==> config.mk <==
export PLATFORM = sky130hd
export DESIGN_NAME = branch_unit
export DESIGN_NICKNAME = d
export VERILOG_FILES = /design/src/rtl/branch_unit.sv
export SDC_FILE = /design/constraint.sdc
export NUM_CORES = 1
export LEC_CHECK = 0
export ABC_AREA = 1
export ABC_CLOCK_PERIOD_IN_PS = 4200
export CAP_MARGIN = 0
export CORE_MARGIN = 1
export CORE_UTILIZATION = 43
export DETAILED_ROUTE_END_ITERATION = 10
export HOLD_SLACK_MARGIN = 0.1
export PLACE_DENSITY_LB_ADDON = 0.12
export SKIP_LAST_GASP = 1
export SLEW_MARGIN = 30
export SYNTH_ARGS = -nofsm -noshare
export SYNTH_HDL_FRONTEND = slang
export SYNTH_SLANG_ARGS = --single-unit
==> constraint.sdc <==
create_clock -name clk -period 4.2 [get_ports clk]
set_input_delay 0.42 -clock clk [delete_from_list [all_inputs] [get_ports clk]]
set_output_delay 0.42 -clock clk [all_outputs]
set_load 0.01 [all_outputs]
==> src/rtl/branch_unit.sv <==
// Registered branch-resolution unit with an optional 2-bit-counter BHT.
// Define BRANCH_UNIT_BHT_EN to build the BHT; otherwise fetch sees static not-taken.
module branch_unit #(
    parameter int XLEN      = 32,
    parameter int BHT_DEPTH = 64,
    parameter int IDX_LSB   = 2
) (
    input  logic            clk,
    input  logic            rst_n,
    input  logic [XLEN-1:0] lk_pc,
    output logic            lk_taken,
    input  logic            in_valid,
    output logic            in_ready,
    input  logic            branch,
    input  logic            jump,
    input  logic [2:0]      funct3,
    input  logic [XLEN-1:0] rs1,
    input  logic [XLEN-1:0] rs2,
    input  logic [XLEN-1:0] pc,
    input  logic            pred_taken,
    output logic            out_valid,
    input  logic            out_ready,
    output logic            cnd,
    output logic            mispredict,
    output logic            illegal,
    output logic [31:0]     mp_count
);

    logic        r_out_valid;
    logic        r_cnd;
    logic        r_mispredict;
    logic        r_illegal;
    logic [31:0] r_mp_count;

    logic w_accept;
    logic w_cnd;
    logic w_illegal;
    logic w_legal_br;
    logic w_mispredict;

    assign in_ready = !r_out_valid || out_ready;
    assign w_accept = in_valid && in_ready;

    // A jump wins over branch, so funct3 is ignored (and never illegal) for jumps.
    always_comb begin
        w_cnd     = 1'b0;
        w_illegal = 1'b0;
        if (jump) begin
            w_cnd = 1'b1;
        end else if (branch) begin
            case (funct3[2:1])
                2'b00:   w_cnd = (rs1 == rs2) ^ funct3[0];
                2'b10:   w_cnd = ($signed(rs1) < $signed(rs2)) ^ funct3[0];
                2'b11:   w_cnd = (rs1 < rs2) ^ funct3[0];
                default: w_illegal = 1'b1;
            endcase
        end
    end

    assign w_legal_br   = branch && !jump && !w_illegal;
    assign w_mispredict = w_legal_br && (w_cnd ^ pred_taken);

    always_ff @(posedge clk or negedge rst_n) begin
        if (!rst_n) begin
            r_out_valid  <= 1'b0;
            r_cnd        <= 1'b0;
            r_mispredict <= 1'b0;
            r_illegal    <= 1'b0;
        end else if (w_accept) begin
            r_out_valid  <= 1'b1;
            r_cnd        <= w_cnd;
            r_mispredict <= w_mispredict;
            r_illegal    <= w_illegal;
        end else if (out_ready) begin
            r_out_valid  <= 1'b0;
        end
    end

    always_ff @(posedge clk or negedge rst_n) begin
        if (!rst_n) begin
            r_mp_count <= '0;
        end else if (w_accept && w_mispredict && (r_mp_count != '1)) begin
            r_mp_count <= r_mp_count + 32'd1;
        end
    end

    assign out_valid  = r_out_valid;
    assign cnd        = r_cnd;
    assign mispredict = r_mispredict;
    assign illegal    = r_illegal;
    assign mp_count   = r_mp_count;

`ifdef BRANCH_UNIT_BHT_EN
    localparam int IDX_W = $clog2(BHT_DEPTH);

    logic [1:0]       r_bht [BHT_DEPTH];
    logic [IDX_W-1:0] w_lk_idx;
    logic [IDX_W-1:0] w_tr_idx;
    logic             w_unused_bits;

    assign w_lk_idx      = lk_pc[IDX_LSB +: IDX_W];
    assign w_tr_idx      = pc[IDX_LSB +: IDX_W];
    assign w_unused_bits = ^{lk_pc, pc};

    always_ff @(posedge clk or negedge rst_n) begin
        if (!rst_n) begin
            for (int unsigned i = 0; i < 32'(BHT_DEPTH); i++) begin
                r_bht[i] <= 2'b01;
            end
        end else if (w_accept && w_legal_br) begin
            if (w_cnd && (r_bht[w_tr_idx] != 2'b11)) begin
                r_bht[w_tr_idx] <= r_bht[w_tr_idx] + 2'b01;
            end else if (!w_cnd && (r_bht[w_tr_idx] != 2'b00)) begin
                r_bht[w_tr_idx] <= r_bht[w_tr_idx] - 2'b01;
            end
        end
    end

    // Reads the registered counter, so a same-cycle update is seen next cycle.
    assign lk_taken = r_bht[w_lk_idx][1];
`else
    logic w_unused_bits;

    assign w_unused_bits = ^{lk_pc, pc, 32'(IDX_LSB), 32'(BHT_DEPTH)};
    assign lk_taken      = 1'b0;
`endif

endmodule
==> results.py <==
metrics = {
    "run_status": {
        "outcome": "finished, final reports clean",
    },
    "cells_and_area": {
        "fillers": 689,
        "mostFrequentLayoutCells": "nand2_1 (154), clkdlybuf4s50_1 (110), inv_1 (61)",
        "drive_above_1_share_pct": 4.51,
        "layout.area.seq_sq_um": 901,
        "layout-area-overhead-vs-synth_pct": 37.2,
        "layout.cells.most_common": "nand2_1",
        "multi_input_logic_area_sq_um": 2040,
        "design.final.nets": 748,
        "finalNonFillerCells": 676,
        "antenna_cells": 0,
    },
    "critical_path": {
        "r2r-start": "mp_count[0]",
        "worst_path_most_repeated_cell": "nand2_1",
        "crit-reg2reg-capture": "mp_count[31]",
        "cp.buffers_inverters": 2,
        "cp_cell_sequence": "clkdlybuf4s50_1 -> inv_1 -> ha_1 -> a21oi_1 -> o21ai_0 -> nor2_1 -> nand2_1 -> nand2_1 -> nand2_1 -> nand2_1 -> nand3_2 -> nand2_1 -> nand2_1 -> nand3_2 -> nand2_2 -> nand2_2 -> nand4_4 -> nand2_1 -> nand2_1",
        "crit_path_top_delay_cell": "clkdlybuf4s50_1",
        "cp-end-kind": "flip-flop",
        "setup.reg_to_reg.worst_slack_ns": 1.96,
        "worstSetupStartpointType": "input port",
        "timing.reg2reg.worst_path_depth": 11,
        "critical_path.startpoint": "rs2[15]",
        "worstPathArrival_ns": 2.98,
        "largest_stage_delay_on_the_critical_path_ns": 0.46,
        "cp.required_ns": 4.37,
        "worst-path-max-fanout": 32,
        "cp_top_family": "simple AND/OR/NAND/NOR gates",
        "worst-path-stages": 19,
        "criticalPathCategory": "in2reg",
    },
    "cts": {
        "cts.sinks": 36,
        "clock_tree.root_cell": "clkbuf_8",
        "h_tree_levels": 2,
        "total_setup_buffers_inserted_after_cts": 0,
        "clkSlewWorstSetupHoldPaths_ns": 0.07,
        "cts_repair_resize_count": 0,
        "numCtsBuffers": 5,
        "post_cts_hold_fix_bufs": 0,
        "tritoncts": "built",
        "clk-insertion-delay-late_ns": 0.29,
        "cts-root-to-sink-buffers": 2,
    },
    "floorplan": {
        "die_h_um": 89.4,
        "floorplan.rows": 31,
        "effective_utilization_at_floorplan_pct": 44.8,
        "floorplan.die_area_sq_um": 7990,
        "floorplan_core_area_sq_um": 7330,
        "die_x_um": 89.4,
        "number_of_top_level_pins": 176,
    },
    "placed_design": {
        "portBuffers": 110,
        "placed_cells": 669,
        "globalplace.congestion": 0.880,
        "dp_hpwl_um": 7060,
    },
    "power": {
        "power.density_nw_per_um2": 189,
        "comb_power_share_pct": 28.6,
        "power.share.switching_pct": 29.0,
        "part_of_the_power_in_registers_pct": 43.9,
        "share_clk_of_total_power_pct": 27.4,
        "finalPower_mw": 0.851,
        "switching_power_mw": 0.247,
        "power_leakage_nw": 2.19,
        "p_int_mw": 0.604,
        "ir_worst_vdd_v": 0.000134,
    },
    "global_route": {
        "antenna_violations_before_repair": 0,
        "global_route.usage.met2_pct": 36.6,
        "global_route.usage.total_pct": 23.4,
        "grt_max_degree": 37,
        "grt_pass1_vias": 3094,
        "global_route.peak_usage_layer": "met2",
        "wire_length_of_the_first_global_routing_pass_um": 14400,
        "grtUsageMet3_pct": 6.83,
        "grt_overflow_total": 0,
        "met1_usage_pct": 32.5,
    },
    "synthesis": {
        "synth.net_count": 641,
        "synth.cell_area_sq_um": 3280,
        "synthXorXnorAreaFrac_pct": 8.01,
        "netlist-cell-type-count": 27,
        "synth.ff_latch_count": 36,
        "synth_top_family_by_area": "simple AND/OR/NAND/NOR gates",
        "synthesis.instances": 470,
        "synthSimpleGateAreaFrac_pct": 37.9,
        "synth_compound_gate_area_share_pct": 3.47,
        "yosysWarnings": 0,
        "synth.mux.area_fraction_pct": 0,
        "synth-adder-area-share_pct": 12.6,
        "syn_avg_cell_area_sq_um": 6.98,
        "synth-seq-area-share_pct": 27.4,
    },
    "flow_run": {
        "maxCapViolCount": 0,
    },
    "timing": {
        "hold_slack_ns": 0.494,
        "timing_worst_slew_pin_value_ns": 0.528,
        "grt_setup_unrepaired": "false",
        "timing.final.setup_violations": 0,
        "slew_limit_fails": 0,
        "clock-skew-final_ns": 0.00892,
        "finalCritPeriodShare_pct": 66.9,
        "period_minus_slack_ns": 2.81,
        "total_negative_slack_ns": 0,
        "fmax_mhz": 356,
        "slew_headroom_pct": 64.5,
        "hold_viol_final": 0,
    },
    "worst_hold_path": {
        "worstHoldStart": "mispredict",
        "holdCritPathClass": "reg2reg",
        "min_to": "mispredict",
        "worst_hold_depth": 2,
    },
    "routing": {
        "drt-total-wl_um": 8890,
        "wire_per_inst_um": 13.1,
        "firstDrtPassIters": 4,
        "vias": 3352,
        "initialDrtViolationCount": 121,
        "vias_per_cell": 4.96,
        "remaining_drc_errors": 0,
        "antenna_violating_nets_post_route": 0,
    },
}
-- worst max path at each step --
stage                     slack (ns)      endpoint
after floorplan                 2.06   mp_count[3]
after global placement          1.16  mp_count[10]
after detailed placement        1.06   mp_count[9]
after CTS                       1.36   mp_count[9]
after global routing            1.03  mp_count[25]
final                           1.39  mp_count[31]
-- state kept, by name, indices dropped and copies added (netlist names) --
register / cells
mp_count: 32
cnd: 1
illegal: 1
out_valid: 1
mispredict: 1
-- synth_stat cells, drive strengths merged --
cell type  count  area, sq um
nand2        158          608
o21a           2         15.0
inv           64          240
nor2          37          154
nand4         41          272
a21o           1         7.51
a31oi          1         6.26
conb           1         3.75
nand3b         1         7.51
nor3          16         80.1
ha            33          413
a21oi         14         70.1
nor4           9         56.3
o21ai          3         15.0
buf           13          105
dfrtp         36          901
xor2          22          193
xnor2          8         70.1
nand3         10         65.1
-- tightest hold or removal path: stages, from the launching register on --
cell	delay [ns]
dfrtp_1	0.35
nand2_1	0.06
nand2_1	0.05
-- power by group through the flow --
stage	Combinational, mW	Sequential (mW)	Clock (mW)
after floorplan	0.119	0.384	0
after global placement	0.240	0.380	0
after detailed placement	0.246	0.380	0
after CTS	0.247	0.374	0.241
after global routing	0.279	0.377	0.254
final	0.244	0.374	0.233
-- per-stage QoR --
stage	setup slack [ns]	utilization, %	cell area, sq um
2_1_floorplan	2.06	-	3280
3_3_place_gp	1.16	60.4	4420
3_5_place_dp	1.06	60.4	4420
4_1_cts	1.36	61.4	4500
5_1_grt	1.03	61.4	4500
6_report	1.39	61.4	4500
-- final cells by class --
cell class	count	share of cell area, %
multi-input cells	357	45.2
repair buffers	113	25.0
clock buffers	6	1.61
well taps	99	2.75
clock inverters	1	0.111
flip-flops and latches	36	20.0
inverters	64	5.34
-- per-layer routing --
layer | wire length, um | vias to the layer above | share of wire, %
met5 | 0 | - | 0
met4 | 35 | 0 | 0.39
met3 | 897 | 4 | 10
met2 | 3790 | 132 | 43
met1 | 4160 | 1468 | 47
li1 | - | 1748 | -
-- cell families after synthesis --
kind of cell / Yosys count
AND/OR/NAND/NOR: 272
buffers and inverters: 77
flip-flops: 36
adder cells (fa/ha/maj): 33
XOR/XNOR: 30
AO/OA/AOI/OAI: 21
other: 1
Power figures use the tool's default switching activity.
